[src/rtl/isa_sizer_pkg.sv]
// Shared types and defaults for the ISA-side cycle sequencer.
package isa_sizer_pkg;

  localparam int unsigned DEF_ADDR_CYCLES = 2;
  localparam int unsigned DEF_CMD_CYCLES  = 4;
  localparam int unsigned DEF_RECOVERY    = 2;
  localparam int unsigned DEF_TIMEOUT     = 64;

  typedef enum logic [2:0] {
    ST_IDLE,
    ST_ADDR,
    ST_CMD,
    ST_WAITRDY,
    ST_RECOV,
    ST_DONE
  } state_e;

  typedef enum logic [1:0] {
    PLAN_WORD,
    PLAN_BYTE_PAIR,
    PLAN_BYTE_SINGLE
  } plan_e;

  // Bus sizing: a full word goes out as one 16-bit cycle only if the target claims CS16.
  function automatic plan_e plan_select(input logic uds_n, input logic lds_n, input logic cs16_n);
    if (!uds_n && !lds_n) return cs16_n ? PLAN_BYTE_PAIR : PLAN_WORD;
    return PLAN_BYTE_SINGLE;
  endfunction

endpackage

[src/rtl/isa_phase_counter.sv]
// Loadable down-counter; terminal_c flags the last cycle of the current phase.
module isa_phase_counter #(
  parameter int unsigned W = 8
) (
  input  logic         mclk,
  input  logic         reset,
  input  logic         load,
  input  logic [W-1:0] load_value,
  output logic         terminal_c
);

  logic [W-1:0] cnt_q;

  always_ff @(posedge mclk or negedge reset) begin
    if (!reset)              cnt_q <= '0;
    else if (load)           cnt_q <= load_value;
    else if (cnt_q != '0)    cnt_q <= cnt_q - W'(1);
  end

  assign terminal_c = (cnt_q == '0);

endmodule

[src/rtl/isa_bus_sizer.sv]
// Runs one or two 8/16-bit ISA cycles per decoded Amiga access, with CS16 sizing,
// IOCHRDY wait extension and a ready timeout. Outputs are registered from the current state.
module isa_bus_sizer
  import isa_sizer_pkg::*;
#(
  parameter int unsigned ADDR_CYCLES = DEF_ADDR_CYCLES,
  parameter int unsigned CMD_CYCLES  = DEF_CMD_CYCLES,
  parameter int unsigned RECOVERY    = DEF_RECOVERY,
  parameter int unsigned TIMEOUT     = DEF_TIMEOUT
) (
  input  logic        mclk,
  input  logic        reset,
  input  logic        req,
  input  logic        rw,
  input  logic        is_io,
  input  logic        uds_n,
  input  logic        lds_n,
  input  logic [15:0] wdata,
  input  logic        cs16_n,
  input  logic        iochrdy,
  input  logic [15:0] dg_in,
  output logic [15:0] dg_out,
  output logic        dg_oe,
  output logic        sa0,
  output logic        sbhe_n,
  output logic        bale_n,
  output logic        ior_n,
  output logic        iow_n,
  output logic        memr_n,
  output logic        memw_n,
  output logic [15:0] rdata,
  output logic        ack,
  output logic        err
);

  localparam int unsigned MAX_AC   = (ADDR_CYCLES > CMD_CYCLES) ? ADDR_CYCLES : CMD_CYCLES;
  localparam int unsigned MAX_RT   = (RECOVERY > TIMEOUT) ? RECOVERY : TIMEOUT;
  localparam int unsigned MAX_LOAD = (MAX_AC > MAX_RT) ? MAX_AC : MAX_RT;
  localparam int unsigned CNT_W    = (MAX_LOAD > 1) ? $clog2(MAX_LOAD) : 1;

  state_e state_q, state_d;
  plan_e  plan_q, plan_c, cur_plan;
  logic   rw_q, is_io_q, phase_q, uds_sel_q, cur_uds_n;
  logic [15:0] wdata_q, rdata_next_c;
  logic   cnt_load, cnt_term_c;
  logic [CNT_W-1:0] cnt_load_value;
  logic   pending_c, addr_end_c, timeout_c, strobe_low_c, cmd_next_c, capture_c;

  logic [15:0] dg_out_d;
  logic dg_oe_d, sa0_d, sbhe_n_d, bale_n_d, ior_n_d, iow_n_d, memr_n_d, memw_n_d, ack_d;

  isa_phase_counter #(.W(CNT_W)) u_phase_counter (
    .mclk       (mclk),
    .reset      (reset),
    .load       (cnt_load),
    .load_value (cnt_load_value),
    .terminal_c (cnt_term_c)
  );

  assign plan_c       = plan_select(uds_n, lds_n, cs16_n);
  assign pending_c    = (plan_q == PLAN_BYTE_PAIR) && !phase_q;
  assign addr_end_c   = (state_q == ST_ADDR) && cnt_term_c;
  assign timeout_c    = (state_q == ST_WAITRDY) && !iochrdy && cnt_term_c;
  assign strobe_low_c = !(ior_n && iow_n && memr_n && memw_n);
  assign cmd_next_c   = (state_q == ST_CMD) || (state_q == ST_WAITRDY);
  assign capture_c    = rw_q && strobe_low_c && !cmd_next_c;

  // State register
  always_ff @(posedge mclk or negedge reset) begin
    if (!reset) state_q <= ST_IDLE;
    else        state_q <= state_d;
  end

  // Next-state logic
  always_comb begin
    state_d = state_q;
    unique case (state_q)
      ST_IDLE:    if (req) state_d = ST_ADDR;
      ST_ADDR:    if (cnt_term_c) state_d = ST_CMD;
      ST_CMD:     if (cnt_term_c) state_d = iochrdy ? ST_RECOV : ST_WAITRDY;
      ST_WAITRDY: if (iochrdy || cnt_term_c) state_d = ST_RECOV;
      ST_RECOV: begin
        if (cnt_term_c) begin
          if (pending_c && req) state_d = ST_ADDR;
          else if (req)         state_d = ST_DONE;
          else                  state_d = ST_IDLE;
        end
      end
      ST_DONE:    if (!req) state_d = ST_IDLE;
      default:    state_d = ST_IDLE;
    endcase
  end

  // Phase length reload on every state entry
  always_comb begin
    cnt_load       = (state_d != state_q);
    cnt_load_value = '0;
    unique case (state_d)
      ST_ADDR:    cnt_load_value = CNT_W'(ADDR_CYCLES - 1);
      ST_CMD:     cnt_load_value = CNT_W'(CMD_CYCLES - 1);
      ST_WAITRDY: cnt_load_value = CNT_W'(TIMEOUT - 1);
      ST_RECOV:   cnt_load_value = CNT_W'(RECOVERY - 1);
      default:    cnt_load_value = '0;
    endcase
  end

  // Read assembly: Amiga even byte (D15:8) is ISA sa0 = 0
  always_comb begin
    rdata_next_c = dg_in;
    unique case (plan_q)
      PLAN_WORD:        rdata_next_c = dg_in;
      PLAN_BYTE_PAIR:   rdata_next_c = phase_q ? {rdata[15:8], dg_in[7:0]} : {dg_in[7:0], rdata[7:0]};
      PLAN_BYTE_SINGLE: rdata_next_c = uds_sel_q ? {8'hFF, dg_in[7:0]} : {dg_in[7:0], 8'hFF};
      default:          rdata_next_c = dg_in;
    endcase
  end

  // Access context, plan latch, read data and sticky timeout flag
  always_ff @(posedge mclk or negedge reset) begin
    if (!reset) begin
      rw_q      <= 1'b0;
      is_io_q   <= 1'b0;
      phase_q   <= 1'b0;
      plan_q    <= PLAN_WORD;
      uds_sel_q <= 1'b1;
      wdata_q   <= '0;
      rdata     <= '0;
      err       <= 1'b0;
    end else begin
      if ((state_q == ST_IDLE) && req) begin
        rw_q    <= rw;
        is_io_q <= is_io;
        phase_q <= 1'b0;
        err     <= 1'b0;
      end
      if (addr_end_c) begin
        wdata_q <= wdata;
        if (!phase_q) begin
          plan_q    <= plan_c;
          uds_sel_q <= uds_n;
        end
      end
      if ((state_q == ST_RECOV) && (state_d == ST_ADDR)) phase_q <= 1'b1;
      if (timeout_c) err <= 1'b1;
      if (capture_c) rdata <= rdata_next_c;
    end
  end

  // Output decode; during the first ADDR phase the plan is not latched yet, so use live strobes
  always_comb begin
    dg_out_d  = '0;
    dg_oe_d   = 1'b0;
    sa0_d     = 1'b0;
    sbhe_n_d  = 1'b1;
    bale_n_d  = 1'b1;
    ior_n_d   = 1'b1;
    iow_n_d   = 1'b1;
    memr_n_d  = 1'b1;
    memw_n_d  = 1'b1;
    ack_d     = (state_q == ST_DONE);
    cur_plan  = ((state_q == ST_ADDR) && !phase_q) ? plan_c : plan_q;
    cur_uds_n = ((state_q == ST_ADDR) && !phase_q) ? uds_n : uds_sel_q;

    if ((state_q == ST_ADDR) || cmd_next_c || (state_q == ST_RECOV)) begin
      unique case (cur_plan)
        PLAN_WORD:        begin sa0_d = 1'b0;      sbhe_n_d = 1'b0; end
        PLAN_BYTE_PAIR:   begin sa0_d = phase_q;   sbhe_n_d = 1'b1; end
        PLAN_BYTE_SINGLE: begin sa0_d = cur_uds_n; sbhe_n_d = 1'b1; end
        default:          begin sa0_d = 1'b0;      sbhe_n_d = 1'b1; end
      endcase
    end

    if ((state_q == ST_ADDR) || cmd_next_c) bale_n_d = 1'b0;

    if (!rw_q && (cmd_next_c || (state_q == ST_RECOV))) begin
      dg_oe_d  = 1'b1;
      dg_out_d = (plan_q == PLAN_WORD) ? wdata_q
                                       : {8'h00, (sa0_d ? wdata_q[7:0] : wdata_q[15:8])};
    end

    if (cmd_next_c) begin
      unique case ({rw_q, is_io_q})
        2'b11:   ior_n_d  = 1'b0;
        2'b01:   iow_n_d  = 1'b0;
        2'b10:   memr_n_d = 1'b0;
        default: memw_n_d = 1'b0;
      endcase
    end
  end

  // Output registers
  always_ff @(posedge mclk or negedge reset) begin
    if (!reset) begin
      dg_out <= '0;
      dg_oe  <= 1'b0;
      sa0    <= 1'b0;
      sbhe_n <= 1'b1;
      bale_n <= 1'b1;
      ior_n  <= 1'b1;
      iow_n  <= 1'b1;
      memr_n <= 1'b1;
      memw_n <= 1'b1;
      ack    <= 1'b0;
    end else begin
      dg_out <= dg_out_d;
      dg_oe  <= dg_oe_d;
      sa0    <= sa0_d;
      sbhe_n <= sbhe_n_d;
      bale_n <= bale_n_d;
      ior_n  <= ior_n_d;
      iow_n  <= iow_n_d;
      memr_n <= memr_n_d;
      memw_n <= memw_n_d;
      ack    <= ack_d;
    end
  end

endmodule

[config.mk]
export PLATFORM = sky130hd
export DESIGN_NAME = isa_bus_sizer
export DESIGN_NICKNAME = d
export VERILOG_FILES = /design/src/rtl/isa_sizer_pkg.sv /design/src/rtl/isa_phase_counter.sv /design/src/rtl/isa_bus_sizer.sv
export SDC_FILE = /design/constraint.sdc
export NUM_CORES = 1
export LEC_CHECK = 0
export CORE_ASPECT_RATIO = 1.1
export CORE_UTILIZATION = 35
export DETAILED_ROUTE_END_ITERATION = 7
export GPL_ROUTABILITY_DRIVEN = 0
export SLEW_MARGIN = 20
export SYNTH_ARGS = -nofsm -noshare
export SYNTH_HDL_FRONTEND = slang
export SYNTH_HIERARCHICAL = 1
export SYNTH_SLANG_ARGS = --single-unit
export TNS_END_PERCENT = 20
[constraint.sdc]
create_clock -name mclk -period 4.59 [get_ports mclk]
set_input_delay 0.918 -clock mclk [delete_from_list [all_inputs] [get_ports mclk]]
set_output_delay 0.918 -clock mclk [all_outputs]
set_load 0.02 [all_outputs]
==> results of run 1 <==
==> state kept, by name, summed over array words and instances (netlist names), 2 cells and up <==
signal                 flops
rdata                     16
u_phase_counter/cnt_q      6
wdata_q                   16
state_q                    3
plan_q                     2
dg_out                    16
==> worst max-delay path by stage <==
stage,slack [ps],from,endpoint,depth (start not counted)
CTS,1550,u_phase_counter/cnt_q[0],u_phase_counter/cnt_q[5],10
global placement,1500,uds_n,dg_out[6],8
detailed placement,1430,uds_n,dg_out[2],8
finish,1580,u_phase_counter/cnt_q[0],u_phase_counter/cnt_q[5],10
global route,1320,u_phase_counter/cnt_q[0],u_phase_counter/cnt_q[5],10
floorplan,1460,u_phase_counter/cnt_q[0],u_phase_counter/cnt_q[5],11
==> layout make-up <==
type / count / area share (%)
well taps: 120 / 3.181
inverters: 28 / 2.227
clock inverters: 7 / 2.174
repair buffers: 85 / 17.82
clock buffers: 9 / 2.625
flip-flops and latches: 73 / 38.89
multi-input cells: 241 / 33.09
==> cells in the final DEF, fill, tap and decap left out, types with 3 or more instances in the layout <==
cell type / netlist / layout
a22oi_1: 3 / 3
inv_1: 28 / 28
nor4b_1: 3 / 3
o22ai_1: 9 / 9
nor2_1: 23 / 23
buf_4: 1 / 4
xnor2_1: 4 / 4
ha_1: 8 / 8
nand3_1: 3 / 3
and3_1: 8 / 8
nand2_1: 43 / 43
clkbuf_8: 0 / 9
nor2b_1: 10 / 10
a21oi_1: 7 / 7
o21a_1: 3 / 3
nand2b_1: 3 / 3
nor3_1: 6 / 6
o21ai_0: 34 / 34
or3_1: 9 / 9
o31ai_1: 4 / 4
a31oi_1: 9 / 9
dfstp_2: 7 / 7
dfrtp_1: 66 / 66
clkdlybuf4s50_1: 0 / 81
mux2_2: 20 / 20
==> through the flow <==
stage,worst slack (ps),total power [mW]
final,1584,3.190
after global routing,1320,3.433
after CTS,1548,3.222
after detailed placement,1431,2.637
after global placement,1496,2.608
after floorplan,1455,2.147
==> worst max-delay path, delay by kind of cell, from the launching register on <==
family | cells | cell delay, ps
compound gates | 3 | 940
fa+ha+maj | 1 | 170
simple gates | 4 | 1050
buf+inv | 2 | 330
flops | 1 | 410
==> where the power goes <==
part | total (mW) | switching (mW) | internal [mW]
clock | 0.575 | 0.262 | 0.313
sequential | 1.09 | 0.185 | 0.901
combinational | 1.53 | 0.821 | 0.708
==> layer usage <==
layer	up-vias	GRT usage, %	part of all wire [%]	routed length (µm)
li1	1401	-	-	-
met4	0	5.437	0.94	78
met5	-	0	0	0
met1	1353	19.87	45	3706
met2	69	28.37	50	4100
met3	6	3.361	4.8	395
==> kinds of logic after synthesis <==
kind of cell / count (synthesis) / share of synthesized area [%]
AO/OA/AOI/OAI: 82 / 13.80
XOR/XNOR: 4 / 0.9711
AND/OR/NAND/NOR: 125 / 18.52
flip-flops: 73 / 50.88
multiplexers: 21 / 6.521
adder cells (fa/ha/maj): 9 / 3.052
buffers and inverters: 50 / 6.244
==> results.md, run 1 <==
- Status: complete, no violations
- Post-Syn Instances: 364
- Yosys warning total: 6
- Layout Cells excl Fill: 563
- Syn_nets: 413
- Synth top cells by count: 66 x dfrtp_1, 43 x nand2_1, 34 x o21ai_0, 28 x inv_1, 23 x nor2_1
- Vias/cell: 5.025
- VDD IR max: 211.5 µV
- FP Rows: 38
- Max Freq: 332.7 MHz
- DR vias: 2829
- Ant. Diodes: 0
- Sequential area share after synthesis: 50.88%
- ANT nets after route: 0
- Crit path arrival time: 3240 ps
- All-Layer GR Usage: 16.19%
- R2r setup slk: 1580 ps
- Area contributors post-synth: dfrtp_1 46%, mux2_2 6.2%, dfstp_2 5.1%, o21ai_0 4.7%, nand2_1 4.5%
- Slowest cell on the critical path: or4b_4
- Synthesized area per cell: 9.910 µm²
- Max Cap Viol: 0
- Die X: 98.80 µm
- Num CTS Buffers: 9
- Io pins: 83
- Most common cell in the netlist: dfrtp_1
- DR DRC count: 0
- Leakage: 2.050 nW
- Post-synth ARST share: 100.0%
- # hold bufs at CTS: 0
- Post-layout util: 47.49%
- Leading area contributor after synthesis: dfrtp_1
- Root buf cell: clkbuf_8
- Total power divided by cell area: 675.9 nW/µm²
- Dpl hpwl: 5.872 mm
- Final TNS setup: 0 ps
- CP endpoint kind: flip-flop
- Routed Wire Length: 8.280 mm
- Critical Path RT: 4830 ps
- Clk sinks: 73
- Port buffer count: 82
- Routed WL per cell: 14.71 µm
- CORE AREA: 9937 µm²
- First-pass GRT wire length: 13.56 mm
- Initial antenna violation count: 0
- Area post-placement: 4491 µm²
- FF/Latch Area: 1836 µm²
- RSZ-0062 raised after global routing: false
- Hold path cells: 1
- Largest net degree at the start of global routing: 45
- Post-CTS resize count: 0
- Worst setup path category: reg2reg
- Slew margin rel.: 46.91%
- Netlist cell types: 54
- Layout cell share with drive strength beyond 1: 12.64%
- Post-CTS Setup Repair Bufs: 0
- CTS tree: built
- Hold Vio Cnt, Final: 0
- FF-to-FF path depth: 10
- Worst hold path class: reg2reg
- Yosys top cell area share: 45.79%
- Area grow syn2layout: 30.84%
- Post-synth EDFFs: 0
- Hold slack final: 476.3 ps
- Period utilization: 65.49%
- Slew @ Worst Pin: 796.3 ps
- Total gr overflow: 0
- Yosys reg bits: 73
- Clk_skew: 11.20 ps
- Die height: 108.5 µm
- Initial DRC count: 163
- Initial Util: 36.30%
- Final instance area: 4720 µm²
- Multi-input logic area: 1562 µm²
- # setup viols final: 0
- Die area: 10720 µm²
- Clock transition at the registers of the reported paths: 90 ps
- Filler Cells Inserted: 958
- Critical Path Fanout Max: 14
- # nets final: 487
- Clock Tree Buf Depth: 2
- Min Tclk post-route: 3006 ps
- Vias in the first global route: 2825
- Cells after DPL: 547
- Crit start category: flip-flop
- R2r endpoint: u_phase_counter/cnt_q[5]
- HP Start: is_io_q
- Slew Limit Fails: 0
- Cells along the critical path: inv_1 > ha_1 > or4b_4 > nor2_1 > buf_4 > nor4b_1 > a211o_1 > o21ai_0 > nand3_1 > o41ai_1
- Min-Delay Endpoint: iow_n
- Clock Latency Late Sink: 340 ps
- Reg2reg start: u_phase_counter/cnt_q[0]
- Prevailing post-synth register cell: dfrtp_1
- Mapped Area: 3607 µm²
- H-tree levels: 3
- Drt first pass iters: 4
- Largest stage delay, worst path: 500 ps
(Power assumes the default switching activity.)
==> run 2: changes to the inputs <==
==> constraint.sdc (replaced) <==
create_clock -name mclk -period 2.5 [get_ports mclk]
set_input_delay 0.5 -clock mclk [delete_from_list [all_inputs] [get_ports mclk]]
set_output_delay 0.5 -clock mclk [all_outputs]
set_load 0.02 [all_outputs]
==> run 2 against run 1 <==
  * The run now ends with negative setup slack left
  * Non-clock buffer count rose by 36
  * Combinational power rose by 130%
  * Critical path depth rose by 1
  * Global-route usage rose by 1.6 points
  * Fmax rose by 19%
  * Sequential power rose by 76%
  * Final area rose by 7.2%
  * Utilization rose by 3.4 points
  * Cell count rose by 6.6%
  * Flip-flop and latch count did not move
  * Die area did not move
  * Largest cell class unchanged
==> results.md, run 2 (synthesis results as in run 1) <==
- Status: finished with violations (was complete, no violations)
- Failing checks: negative setup slack
- FP Rows: 38 (unchanged)
- CTS tree: built (unchanged)
- Critical Path RT: 2790 ps (was 4830 ps)
- R2r setup slk: -20 ps (was 1580 ps)
- Num CTS Buffers: 9 (unchanged)
- H-tree levels: 3 (unchanged)
- Worst hold path class: in2async (was reg2reg)
- Worst setup path start: u_phase_counter/cnt_q[0] (unchanged)
- Routed WL per cell: 14.84 µm (was 14.71 µm)
- Clock Tree Buf Depth: 2 (unchanged)
- Setup WS pre-CTS: -229.9 ps (was 1431 ps)
- Die height: 108.5 µm (unchanged)
- All-Layer GR Usage: 17.81% (was 16.19%)
- VDD IR max: 394.8 µV (was 211.5 µV)
- Slew Limit Fails: 0 (unchanged)
- # nets final: 524 (was 487)
- Dpl hpwl: 6.338 mm (was 5.872 mm)
- CORE AREA: 9937 µm² (unchanged)
- Commonest non-fill, non-tap cell in the layout: clkdlybuf4s50_1 (unchanged)
- Drt first pass iters: 4 (unchanged)
- RSZ-0062 raised after global routing: true (was false)
- ANT nets after route: 0 (unchanged)
- Worst setup path category: reg2reg (unchanged)
- R2r endpoint: u_phase_counter/cnt_q[1] (was u_phase_counter/cnt_q[5])
- Io pins: 83 (unchanged)
- Layout cell share with drive strength beyond 1: 21.88% (was 12.64%)
- Clock Latency Late Sink: 350 ps (was 340 ps)
- Slew margin rel.: 51.62% (was 46.91%)
- Leakage: 2.237 nW (was 2.050 nW)
- Area grow syn2layout: 40.20% (was 30.84%)
- Total gr overflow: 0 (unchanged)
- Ant. Diodes: 0 (unchanged)
- # hold bufs at CTS: 0 (unchanged)
- Vias/cell: 5.020 (was 5.025)
- Initial Util: 36.30% (unchanged)
- Period utilization: 100.7% (was 65.49%)
- Initial DRC count: 150 (was 163)
- Root buf cell: clkbuf_8 (unchanged)
- Crit start category: flip-flop (unchanged)
- Crit path arrival time: 2810 ps (was 3240 ps)
- Vias in the first global route: 3028 (was 2825)
- Port buffer count: 82 (unchanged)
- Clock transition at the registers of the reported paths: 80 ps (was 90 ps)
- Die X: 98.80 µm (unchanged)
- CP endpoint kind: flip-flop (unchanged)
- Max Freq: 397.1 MHz (was 332.7 MHz)
- Reg2reg start: u_phase_counter/cnt_q[0] (unchanged)
- Initial antenna violation count: 0 (unchanged)
- Top Registers: dg_out: 16 flops, rdata: 16 flops, wdata_q: 16 flops (unchanged)
- # setup viols final: 2 (was 0)
- Critical Path Fanout Max: 5 (was 14)
- Post-layout util: 50.89% (was 47.49%)
- Most frequent cells in the layout: 81 x clkdlybuf4s50_1, 66 x dfrtp_1, 43 x nand2_1 (unchanged)
- DR vias: 3012 (was 2829)
- DR DRC count: 0 (unchanged)
- Clk sinks: 73 (unchanged)
- First-pass GRT wire length: 14.57 mm (was 13.56 mm)
- Die area: 10720 µm² (unchanged)
- Max Cap Viol: 0 (unchanged)
- FF-to-FF path depth: 11 (was 10)
- Slew @ Worst Pin: 725.7 ps (was 796.3 ps)
- Largest net degree at the start of global routing: 32 (was 45)
- Min Tclk post-route: 2518 ps (was 3006 ps)
- Total power divided by cell area: 1250 nW/µm² (was 675.9 nW/µm²)
- Clk_skew: 8.124 ps (was 11.20 ps)
- Routed Wire Length: 8.904 mm (was 8.280 mm)
- Hold Vio Cnt, Final: 0 (unchanged)
- Worst Setup Slack, final: -18.06 ps (was 1584 ps)
[run 2: metal layers]
metal | vias up | global-route usage, % | routed length, µm
met5 | - | 0 | 0
met4 | 0 | 7.463 | 154
met3 | 12 | 4.331 | 472
met2 | 92 | 29.72 | 4248
met1 | 1419 | 22.08 | 4028
li1 | 1489 | - | -
[run 2: final cells by class]
cell class | instances | area (µm²)
Multi-Input combinational cell | 242 | 1654
Tap cell | 120 | 150.1
Clock inverter | 6 | 68.82
Sequential cell | 73 | 1836
Timing Repair Buffer | 121 | 1116
Inverter | 28 | 105.1
Clock buffer | 10 | 127.6
Fill cell | 934 | 4880
[run 2: how the worst max path moves through the flow]
stage | endpoint | slack, ps | depth (start not counted)
2_1_floorplan | u_phase_counter/cnt_q[1] | -120 | 13
3_3_place_gp | dg_out[7] | -140 | 8
3_5_place_dp | dg_out[5] | -230 | 8
4_1_cts | u_phase_counter/cnt_q[1] | -20 | 11
5_1_grt | u_phase_counter/cnt_q[1] | -150 | 11
6_report | u_phase_counter/cnt_q[1] | -20 | 11
[run 2: where the power goes]
group	internal (mW)	switching [mW]	total [mW]
clock network	0.464	0.459	0.923
logic	1.69	1.79	3.48
registers	1.66	0.265	1.92
[run 2: metrics by stage]
step	power, mW	TNS [ps]	hold slack (ps)	cell area (µm²)	cells
floorplan	4.039	-545.2	204.4	3661	364
global placement	5.105	-2065	460.4	4730	574
detailed placement	5.182	-3287	471.6	4730	574
CTS	6.341	-24.92	184.8	5036	598
global route	6.795	-769.6	214.7	5057	600
finish	6.324	-21.87	177.7	5057	600
[run 2: critical path, stage by stage (launching register included)]
cell and delay [ps]:
dfrtp_1 400, inv_2 80, ha_4 130, or4b_4 480
nor2_4 190, nor3b_2 80, or4b_4 550, nand3_4 100
nand3_4 110, inv_2 90, o31a_1 130, a22o_1 120
[run 2: timing repair]
item / in CTS / in global routing
gates cloned: 2 / 0
endpoints found under the setup margin: 21 / 28
buffers inserted: 6 / 2
resized for setup: 12 / 2
pin swaps: 5 / 4
